**src/rtl/pipelined_subtractor_if.sv**
```systemverilog
// Operand/result handshake bundle for pipelined_subtractor.
// The slave modport is the subtractor; the master modport is whoever feeds operands
// and drains results.
interface pipelined_subtractor_if #(
   parameter int unsigned WIDTH = 37
) ();

   logic             in_valid;
   logic             in_ready;
   logic [WIDTH:0]   minuend;
   logic [WIDTH-1:0] subtrahend;
   logic             out_valid;
   logic             out_ready;
   logic [WIDTH:0]   diff;
   logic             borrow;

   modport slave (
      input  in_valid,
      input  minuend,
      input  subtrahend,
      input  out_ready,
      output in_ready,
      output out_valid,
      output diff,
      output borrow
   );

   modport master (
      output in_valid,
      output minuend,
      output subtrahend,
      output out_ready,
      input  in_ready,
      input  out_valid,
      input  diff,
      input  borrow
   );

endinterface

```
**src/rtl/pipelined_subtractor.sv**
```systemverilog
// Pipelined (WIDTH+1)-bit subtractor: diff = minuend - subtrahend, borrow = subtrahend > minuend.
// The borrow chain is cut into SEG_WIDTH-bit segments, one segment resolved per stage.
// Stage 0 registers the operands; stage k (1..NSEG) resolves segment k-1, so a result
// appears NSEG+1 cycles after it is accepted. A single global advance signal moves or
// freezes the whole pipe, so bubbles are kept during a stall.
// Optional build macro SUBTRACTOR_SATURATE_EN: a borrowing result is forced to diff = 0 at
// the output stage (borrow still reported).
module pipelined_subtractor #(
   parameter int unsigned WIDTH     = 37,
   parameter int unsigned SEG_WIDTH = 8
) (
   input logic                   clk,
   input logic                   reset,
   pipelined_subtractor_if.slave bus
);

   localparam int unsigned W1   = WIDTH + 1;
   localparam int unsigned NSEG = (W1 + SEG_WIDTH - 1) / SEG_WIDTH;

   // Per-stage state. a_q holds resolved diff bits below the stage's segment boundary and
   // still-unresolved minuend bits above it; b_q is the zero-extended subtrahend.
   logic [NSEG:0]   valid_q, valid_d;
   logic [W1-1:0]   a_q   [NSEG+1];
   logic [W1-1:0]   a_d   [NSEG+1];
   logic [W1-1:0]   b_q   [NSEG];
   logic [W1-1:0]   b_d   [NSEG];
   logic [NSEG:0]   bor_q, bor_d;

   // Combinational segment results feeding stages 1..NSEG (index k-1 feeds stage k).
   logic [W1-1:0]   comp_a [NSEG];
   logic [NSEG-1:0] comp_bor;

   logic adv;

   // Whole pipe advances whenever the output slot is empty or being drained.
   assign adv = !valid_q[NSEG] | bus.out_ready;

   for (genvar k = 1; k <= NSEG; k++) begin : g_stage
      localparam int unsigned Lo   = (k - 1) * SEG_WIDTH;
      localparam int unsigned SegW = (Lo + SEG_WIDTH > W1) ? (W1 - Lo) : SEG_WIDTH;

      logic [SegW:0]  res;
      logic [W1-1:0]  nxt_a;

      // Resolve one segment; the extra top bit of res is the borrow-out.
      always_comb begin
         res   = {1'b0, a_q[k-1][Lo +: SegW]}
               - {1'b0, b_q[k-1][Lo +: SegW]}
               - {{SegW{1'b0}}, bor_q[k-1]};
         nxt_a = a_q[k-1];
         nxt_a[Lo +: SegW] = res[SegW-1:0];
      end

      assign comp_a[k-1]   = nxt_a;
      assign comp_bor[k-1] = res[SegW];
   end

   // Next state: hold everything unless the pipe advances, then shift one stage.
   always_comb begin
      valid_d = valid_q;
      a_d     = a_q;
      b_d     = b_q;
      bor_d   = bor_q;
      if (adv) begin
         valid_d[0] = bus.in_valid;
         a_d[0]     = bus.minuend;
         b_d[0]     = {1'b0, bus.subtrahend};
         bor_d[0]   = 1'b0;
         for (int k = 1; k <= NSEG; k++) begin
            valid_d[k] = valid_q[k-1];
            a_d[k]     = comp_a[k-1];
            bor_d[k]   = comp_bor[k-1];
         end
         for (int k = 1; k < NSEG; k++) begin
            b_d[k] = b_q[k-1];
         end
`ifdef SUBTRACTOR_SATURATE_EN
         if (comp_bor[NSEG-1]) begin
            a_d[NSEG] = '0;
         end
`endif
      end
   end

   // Stage registers; synchronous reset discards everything in flight.
   always_ff @(posedge clk) begin
      if (reset) begin
         valid_q <= '0;
         bor_q   <= '0;
         for (int k = 0; k <= NSEG; k++) begin
            a_q[k] <= '0;
         end
         for (int k = 0; k < NSEG; k++) begin
            b_q[k] <= '0;
         end
      end else begin
         valid_q <= valid_d;
         bor_q   <= bor_d;
         for (int k = 0; k <= NSEG; k++) begin
            a_q[k] <= a_d[k];
         end
         for (int k = 0; k < NSEG; k++) begin
            b_q[k] <= b_d[k];
         end
      end
   end

   assign bus.in_ready  = adv;
   assign bus.out_valid = valid_q[NSEG];
   assign bus.diff      = a_q[NSEG];
   assign bus.borrow    = bor_q[NSEG];

endmodule
```
**src/flat_wrapper.sv**
```systemverilog
// flat-port wrapper written by rule: the top's interface ports become plain ports
module pipelined_subtractor_flat 
#(
   parameter int unsigned WIDTH     = 37,
   parameter int unsigned SEG_WIDTH = 8
)
  (clk, reset, bus_in_valid, bus_minuend, bus_subtrahend, bus_out_ready, bus_in_ready, bus_out_valid, bus_diff, bus_borrow);
  pipelined_subtractor_if #(.WIDTH(WIDTH)) bus_i ();
  input logic clk;
  input logic reset;
  input wire logic [$bits(bus_i.in_valid)-1:0] bus_in_valid;
  input wire logic [$bits(bus_i.minuend)-1:0] bus_minuend;
  input wire logic [$bits(bus_i.subtrahend)-1:0] bus_subtrahend;
  input wire logic [$bits(bus_i.out_ready)-1:0] bus_out_ready;
  output wire logic [$bits(bus_i.in_ready)-1:0] bus_in_ready;
  output wire logic [$bits(bus_i.out_valid)-1:0] bus_out_valid;
  output wire logic [$bits(bus_i.diff)-1:0] bus_diff;
  output wire logic [$bits(bus_i.borrow)-1:0] bus_borrow;
  assign bus_i.in_valid = bus_in_valid;
  assign bus_i.minuend = bus_minuend;
  assign bus_i.subtrahend = bus_subtrahend;
  assign bus_i.out_ready = bus_out_ready;
  assign bus_in_ready = bus_i.in_ready;
  assign bus_out_valid = bus_i.out_valid;
  assign bus_diff = bus_i.diff;
  assign bus_borrow = bus_i.borrow;
  pipelined_subtractor #(.WIDTH(WIDTH), .SEG_WIDTH(SEG_WIDTH)) u_core (.clk(clk), .reset(reset), .bus(bus_i));
endmodule
```
**config.mk**
```make
export PLATFORM = sky130hd
export DESIGN_NAME = pipelined_subtractor_flat
export DESIGN_NICKNAME = d
export VERILOG_FILES = /design/src/rtl/pipelined_subtractor_if.sv /design/src/rtl/pipelined_subtractor.sv /design/src/flat_wrapper.sv
export SDC_FILE = /design/constraint.sdc
export NUM_CORES = 1
export LEC_CHECK = 0
export BUFFER_PORTS_ARGS = -buffer_cell sky130_fd_sc_hd__clkbuf_2
export CORE_ASPECT_RATIO = 1.5
export CORE_UTILIZATION = 45
export CTS_CLUSTER_SIZE = 20
export DETAILED_ROUTE_END_ITERATION = 10
export PLACE_DENSITY_LB_ADDON = 0.12
export SLEW_MARGIN = 30
export SYNTH_ARGS = -nofsm -noshare
export SYNTH_HDL_FRONTEND = slang
export SYNTH_SLANG_ARGS = --single-unit
```
**constraint.sdc**
```tcl
create_clock -name clk -period 2 [get_ports clk]
set_input_delay 0.1 -clock clk [delete_from_list [all_inputs] [get_ports clk]]
set_output_delay 0.1 -clock clk [all_outputs]
set_load 0.05 [all_outputs]
```
==> results, run 1 <==
- The flow ran to the end, but the final reports show violations.
- The final reports fail on negative setup slack.
- The combinational family with the most area after synthesis is simple AND/OR/NAND/NOR gates.
- The number of fill cells is 2919.
- The number of global-route vias before repair is 11100.
- The CTS tree is yes.
- The cell chosen for the clock root is sky130_fd_sc_hd__clkbuf_16.
- In the final layout, the multi-input gates occupy 0.00657 mm².
- The clock drives 344 sinks.
- Combinational logic burns 12.5% of the power.
- The congestion estimate from routability-driven global placement came to 0.831.
- Dividing total power by cell area gives a power density of 894 mW/mm².
- The per-instance average area after synthesis is 7.82 µm².
- In this run the static leakage power is 7.17 nW.
- Subtracting the final worst setup slack from the clock period gives 2.06 ns.
- The number of max-slew violations in the final report was 0.
- The number of antenna violations at the first check in global routing is 0.
- The latest clock arrival within the worst-skew pair is 0.52 ns.
- The sort of element at the end of the critical path is a register.
- The die boundary height is 218 µm.
- The initial utilization of the core area, before any placement, comes to 46.1%.
- The internal power is 11.9 mW.
- The synthesized net count is 1943.
- The detail route stage leaves a number of antenna-violating nets equal to 0.
- Buffers placed on the I/O ports in this run total 119.
- Timing would allow up to 485 MHz.
- The final-report setup violation count is 5.
- The total number of vias is 11700.
- The overall die width is 146 µm.
- Among the stages of the critical path, the cell type that occurs most often is sky130_fd_sc_hd__inv_2.
- The flip-flop and latch area is 0.00691 mm².
- The data required time at the worst endpoint is 2.41 ns.
- The first global-routing pass estimated 55600 µm of wire.
- On the critical path the largest part of the delay comes from adder cells.
- Before antenna repair, the detailed router went through 5 iterations.
- The slew of the pin with the lowest slew margin is 0.570 ns.
- Across all hold checks on the routed design, the worst slack comes to 0.250 ns.
- The smallest setup slack after layout is -0.0626 ns.
- The max-capacitance violation count is 0.
- The cell count after synthesis is 1796.
- The DRC violations left is 0.
- The overflow left after global routing is 0.
- Yosys printed 0 warnings.
- The antenna diode count is 0.
- Synthesis inferred 344 register bits.
- After synthesis, the share of flip-flops with an asynchronous set or reset is 0%.
- Setup repair after global routing could not meet its margin everywhere.
- The average wire per standard cell is 14.7 µm.
- The vias per cell is 4.96.
- For this run, the slowest stage of the critical path takes 0.60 ns.
- The final total power is 15.8 mW.
- Walking the worst path, the cells encountered are inv_2 -> fa_2 -> inv_2 -> ha_4 -> o21ai_1 -> nand3b_1 -> a31oi_2 -> nor2_2 -> a2111oi_4.
- In this run, the number of DRC markers left after iteration 0 of detailed routing was 623.
- The region available for standard cell placement spans 0.0304 mm².
- The setup clock skew after layout is 0.00750 ns.
- The final layout contains routed wiring with a total length of 34900 µm.
- The critical path is of the register to register type.
- Of the total power, the clock network draws 40.1%.
- After layout, the worst path uses 103% of the clock period.
- The part of the Yosys area used for sequential elements is 49.0%.
- The net count of the finished layout is 2092.
- The pin count of the biggest net entering global routing is 77.
- The area enclosed by the die boundary is 0.0319 mm².
- The area growth from synthesis to layout is 25.7%.
- For this design, the slowest cell found on the critical path is sky130_fd_sc_hd__fa_2.
- The number of enable-type register cells in the synthesized netlist is 0.
- The synthesized netlist devotes 15.3% of its cell area to compound gates.
- The top-level I/O count is 120.
- The count of H-tree levels built during CTS is 2.
- In the global route stage, overall resource usage came out at 21.4%.
- After Yosys synthesis, and, or, nand and nor cells account for 19.9% of the synthesized area.
- The post-CTS clock slew at the launch and capture registers of the worst setup and hold paths is 0.06 ns.
- The post-DP HPWL is 22200 µm.
- The switching share of total power is 24.9%.
- The worst pin sits at a relative slew slack of 62.0%.
- The kind of path behind the tightest hold check is primary input to register.
- The number of distinct standard cells referenced by the synthesized netlist is 43.
- Summing the areas of all xor and xnor instances in the mapped netlist gives 1.31% of the synthesized area.
- In this run the power spent charging and discharging nets is 3.93 mW.
- By area the synthesized netlist is led by sky130_fd_sc_hd__dfxtp_1, sky130_fd_sc_hd__nand2_1, sky130_fd_sc_hd__a21oi_1.
- The worst setup path is launched from a register.
- The total count of hold-check failures in the final report came to 0.
- Sequential cells account for 47.4% of the total power.
- The top cell type by area accounts for 49.0% of the synthesized area.
- The portion of netlist area occupied by mux cells is 0.0713%.
- After detailed placement, the design holds a cell count of 2210.
- The number of buffers on the longest clock path is 3.
- The non-filler instance count after layout is 2369.
- The total standard cell area after synthesis is 0.0140 mm².
- The number of buffer and inverter stages on the critical path is 2.
- In the final layout, the share of cells above drive strength 1 is 17.2%.
- In this run the worst path has a maximum fanout of 2.
- VDD sags by at most 0.618 mV.
- Summing the areas of all fa, ha and maj instances in the mapped netlist gives 6.54% of the synthesized area.
- The row count is 78.
- The cell taking the most area after synthesis is sky130_fd_sc_hd__dfxtp_1.
- Data on the critical path arrives at its endpoint at 2.48 ns.
- The flip-flop cell with the highest count after synthesis is sky130_fd_sc_hd__dfxtp_1.
- The TritonCTS buffer count is 35.
## power by group through the flow
stage	registers [mW]	clock network [mW]	logic (mW)
6_report	7.48	6.33	1.97
5_1_grt	7.52	6.79	2.17
4_1_cts	7.48	6.49	1.83
3_5_place_dp	7.62	0	1.59
3_3_place_gp	7.62	0	1.57
2_1_floorplan	7.55	0	1.18
## layout make-up
class                   instances  area share, %
flip-flops and latches        344           39.1
clock buffers                  54           6.06
repair buffers                265           12.4
clock inverters                 7          0.248
multi-input cells            1203           37.2
inverters                      96           2.11
well taps                     400           2.83
## layout by cell type (no fill, tap or decap), drive strengths merged, types with 13 or more instances in the layout
cell type and instances:
nand2 642, xnor2 13, dfxtp 344, buf 55, a211oi 15, inv 96, a21oi 323, dlygate4sd3 89
nor2 29, o21ai 19, ha 59, clkbuf 175
## per-stage QoR
stage / util [%] / setup TNS, ns / cell area (µm²) / setup WS (ns)
floorplan: - / -0.00259 / 14100 / -0.00259
global placement: 49.1 / -0.366 / 15000 / -0.0699
detailed placement: 49.1 / -0.797 / 15000 / -0.162
CTS: 56.6 / -0.340 / 17200 / -0.0923
global route: 58.0 / -1.08 / 17700 / -0.175
finish: 58.0 / -0.133 / 17700 / -0.0626
## per-layer routing
layer / part of all wire [%] / GRT usage, % / up-vias / wire length (µm)
li1: - / - / 6071 / -
met1: 43 / 26.4 / 5443 / 15100
met2: 51 / 37.9 / 171 / 17900
met3: 2.6 / 2.88 / 56 / 906
met4: 2.9 / 8.06 / 0 / 1030
met5: 0 / 0 / - / 0
## cell families after synthesis
family,count (synthesis)
DFF,344
muxes,1
AOI/OAI and AO/OA,397
buffers and inverters,249
adders and majority gates,68
xor gates and xnor gates,21
and+or+nand+nor,716
## registers in the layout (all words and copies together), names as in the netlist
register,flops
u_core.a_q,190
u_core.b_q,105
u_core.bus.diff,38
u_core.valid_q,6
u_core.bor_q,5
## worst register-to-register path: cells and delay by family (launching register included)
family,cells,cell delay (ns)
AND/OR/NAND/NOR,2,0.22
AO/OA/AOI/OAI,3,0.57
flip-flops,1,0.33
adder cells (fa/ha/maj),2,0.74
buffers and inverters,2,0.09
## cell usage after synthesis, types with 5 or more instances
cell type / number
sky130_fd_sc_hd__a211oi_1: 15
sky130_fd_sc_hd__dfxtp_1: 344
sky130_fd_sc_hd__nand2_1: 642
sky130_fd_sc_hd__fa_1: 9
sky130_fd_sc_hd__buf_1: 6
sky130_fd_sc_hd__buf_4: 38
sky130_fd_sc_hd__and3_1: 5
sky130_fd_sc_hd__xor2_1: 8
sky130_fd_sc_hd__a31oi_1: 11
sky130_fd_sc_hd__buf_2: 22
sky130_fd_sc_hd__nor3_1: 6
sky130_fd_sc_hd__or3_1: 7
sky130_fd_sc_hd__nand3_1: 9
sky130_fd_sc_hd__inv_1: 95
sky130_fd_sc_hd__a21oi_1: 323
sky130_fd_sc_hd__ha_1: 59
sky130_fd_sc_hd__clkbuf_1: 87
sky130_fd_sc_hd__o21ai_0: 15
sky130_fd_sc_hd__xnor2_1: 13
sky130_fd_sc_hd__nor2_1: 29
## what timing repair did
item / CTS / global route
endpoints found under the setup margin: 17 / 34
cloned: 0 / 3
hold endpoints to repair: 97 / 0
resized for setup: 73 / 63
hold buffers: 89 / 0
pin swaps: 38 / 49
buffers inserted: 5 / 4
## path summary, 6_finish.rpt
kind	from	to	slack, ns	cells after the start
min	bus_out_ready	u_core.a_q[109]	0.25	6
max reg2reg	u_core.bor_q[4]	u_core.bus.diff[37]	-0.06	9
min reg2reg	u_core.b_q[70]	u_core.b_q[32]	0.45	2
max	u_core.bor_q[4]	u_core.bus.diff[37]	-0.06	9
Note: power is estimated with default switching activity, not from simulation.
==> run 2, diff against run 1 <==
==> constraint.sdc (replaced) <==
create_clock -name clk -period 2.4 [get_ports clk]
set_input_delay 0.12 -clock clk [delete_from_list [all_inputs] [get_ports clk]]
set_output_delay 0.12 -clock clk [all_outputs]
set_load 0.05 [all_outputs]
==> run 2 against run 1 <==
First-iteration DRC count is 4.3% lower. Core utilization shrank 3.4 points. Sequential share of layout area increased by 2.3 points. The run now ends clean. Combinational power shrank 31%. Global-route usage is 1.1 points lower. Power fell by 18%. Clock skew increased by 0.011 ns. Critical endpoint is now bus_in_ready. Cell count down 1.9%. Via count down 3.0%. Critical path type is now register to primary output. Routed wire length down 7.0%. Critical path depth fell by 5. Non-clock buffer count is 43 lower.
==> results, run 2 (same netlist as run 1, synthesis figures left out) <==
- The antenna diode count is 0.
- At the placement stage, the worst setup path has a slack of 0.151 ns.
- The post-CTS clock slew at the launch and capture registers of the worst setup and hold paths is 0.06 ns.
- 120 I/O pins were placed.
- The min-delay analysis places its worst path in the category primary input to register.
- Setup repair after global routing left no endpoint under its margin.
- The total count of hold-check failures in the final report was 0.
- The root buffer cell chosen for the clock tree is sky130_fd_sc_hd__clkbuf_16.
- The detail route stage leaves a number of antenna-violating nets equal to 0.
- The post-DP HPWL is 21200 µm.
- The total number of vias is 11400.
- The initialized floorplan defines 78 standard-cell rows.
- The internal power is 9.85 mW.
- For this configuration, the core starts out at a cell density of 46.1%.
- The average wire per standard cell is 14.0 µm.
- The number of buffer and inverter stages on the critical path is 3.
- The smallest setup slack after layout is 0.157 ns.
- The register ranked first by flip-flop count is u_core.a_q.
- The kind of cell with the highest combined delay along the critical path is buffers and inverters.
- The die boundary height is 218 µm.
- The run finished with clean final reports.
- The number of violations reported at the end of detailed-routing iteration 0 is 596.
- The number of max-slew violations in the final report was 0.
- The largest single stage delay on the critical path is 0.47 ns.
- The share of power burned in combinational logic is 10.4%.
- The signal on the critical path passes through nor2b_4 -> inv_8 -> buf_12 -> clkbuf_2.
- The number of sinks handled by clock tree synthesis is 344.
- The maximum fanout count along the critical path is 108.
- The end-of-flow core utilization is 54.6%.
- In this run the static leakage power is 6.84 nW.
- The final critical path time including I/O delays and setup is 2.24 ns.
- The number of nets at the end of the flow is 2048.
- The data required time at the worst endpoint is 2.28 ns.
- In this run the power spent charging and discharging nets is 3.13 mW.
- The proportion of power drawn by the clock network is 41.7%.
- The critical path in this run is classified as register to primary output.
- The TritonCTS buffer count is 34.
- Measured against its own limit, the worst slew margin works out to 54.7%.
- Adding up every negative setup slack in the final design gives 0 ns.
- For this run, design rule violations remaining after detail routing come to 0.
- After layout, the worst path uses 93.5% of the clock period.
- The die covers 0.0319 mm².
- Global routing used 20.3% of the available tracks across all layers.
- The relative contribution of sequential cells to total power is 48.0%.
- In this run the power density over the cells is 780 mW/mm².
- The sort of element at the end of the critical path is a primary output.
- The setup clock skew after layout is 0.0188 ns.
- Counting along the longest clock path gives a buffer depth of 3.
- The number of global-route vias before repair is 10600.
- The max-capacitance violation count is 0.
- The vias per cell is 4.90.
- The leading cell type in the layout, fill and taps excluded is sky130_fd_sc_hd__nand2_1.
- Measured along the x axis, the die boundary spans 146 µm.
- The final-report setup violation count is 0.
- The switching share of total power is 24.1%.
- The number of antenna violations at the first check in global routing was 0.
- The achievable clock frequency is 446 MHz.
- The area growth from synthesis to layout is 18.5%.
- The first-pass GRT wire length is 53000 µm.
- In the layout the commonest cells are sky130_fd_sc_hd__nand2_1, sky130_fd_sc_hd__dfxtp_1, sky130_fd_sc_hd__a21oi_1, sky130_fd_sc_hd__clkbuf_2, sky130_fd_sc_hd__inv_1.
- After detailed routing, the total wire length is 32500 µm.
- Data on the critical path arrives at its endpoint at 2.12 ns.
- The slowest cell on the critical path is sky130_fd_sc_hd__inv_8.
- Across the VDD grid, the largest voltage drop is 0.528 mV.
- STA classifies the critical path startpoint as a register.
- The number of optimization iterations in the first detailed-route pass is 5.
- The number of flip-flops in the largest register is 190.
- The core outline area is 0.0304 mm².
- The final weighted congestion of routability-driven global placement is 0.833.
- The total overflow left after global routing is 0.
- The pin count of the biggest net entering global routing is 127.
- For the pin with the worst max-slew slack, the measured transition is 0.680 ns.
- The latest clock arrival within the worst-skew pair is 0.53 ns.
- Buffers placed on the I/O ports in this run total 119.
- The number of setup buffers added after CTS is 0.
- In this run the number of H-tree levels came out at 2.
- The post-route netlist has 10.6% of its cells at a drive strength greater than 1.
- The CTS tree is yes.
## run 2: changes by cell type in the layout (fill, tap and decap cells not counted), sizes merged
cell,previous run,this run
buf,55,27
dlygate4sd3,89,77
clkbuf,175,168
bufinv,0,3
clkinvlp,2,1
inv,96,97
## run 2: area by class of cell
type / instances / area (µm²)
fillers: 3001 / 13800
flip-flops and latches: 344 / 6890
well taps: 400 / 500
clock buffers: 50 / 1000
multi-input cells: 1203 / 6060
clock inverters: 10 / 131
inverters: 96 / 368
repair buffers: 222 / 1680
## run 2: per-layer routing
metal  wire length [µm]  GRT usage (%)
met5                  0              0
met4                901           7.33
met3                904           2.84
met2              16200           35.7
met1              14500           25.3
## run 2: worst reg2reg max path, stage by stage (launching register included)
cell                       delay, ns
sky130_fd_sc_hd__dfxtp_1        0.32
sky130_fd_sc_hd__inv_1          0.06
sky130_fd_sc_hd__fa_1           0.47
sky130_fd_sc_hd__fa_1           0.42
sky130_fd_sc_hd__nand2b_1       0.17
sky130_fd_sc_hd__a21oi_1        0.23
sky130_fd_sc_hd__o21bai_1       0.09
sky130_fd_sc_hd__a211o_1        0.29
sky130_fd_sc_hd__a21oi_1        0.12
## run 2: timing repair
action	in CTS	in global routing
endpoints found under the setup margin	0	2
hold buffers	77	0
gates resized for setup	0	2
hold endpoints to repair	95	0
## run 2: final timing paths
path | start | end | slack (ns) | cells after the start
setup / recovery | u_core.valid_q[5] | bus_in_ready | 0.16 | 4
hold / removal | bus_out_ready | u_core.a_q[140] | 0.19 | 5
setup reg to reg | u_core.bor_q[4] | u_core.bor_q[5] | 0.17 | 8
hold reg to reg | u_core.b_q[143] | u_core.b_q[105] | 0.45 | 2
## run 2: per-stage QoR
stage	total power, mW	hold slack, ns	cell area [µm²]	std cells
after floorplan	7.27	0.260	14000	1796
after global placement	7.58	0.349	14700	2188
after detailed placement	7.60	0.349	14700	2188
after CTS	13.1	0.172	16600	2325
after global routing	13.5	0.193	16600	2325
final	13.0	0.188	16600	2325
## run 2: power groups by stage
stage	clock network, mW	registers, mW	logic [mW]
after floorplan	0	6.29	0.975
after global placement	0	6.34	1.23
after detailed placement	0	6.35	1.25
after CTS	5.54	6.22	1.36
after global routing	5.76	6.26	1.51
final	5.40	6.22	1.35
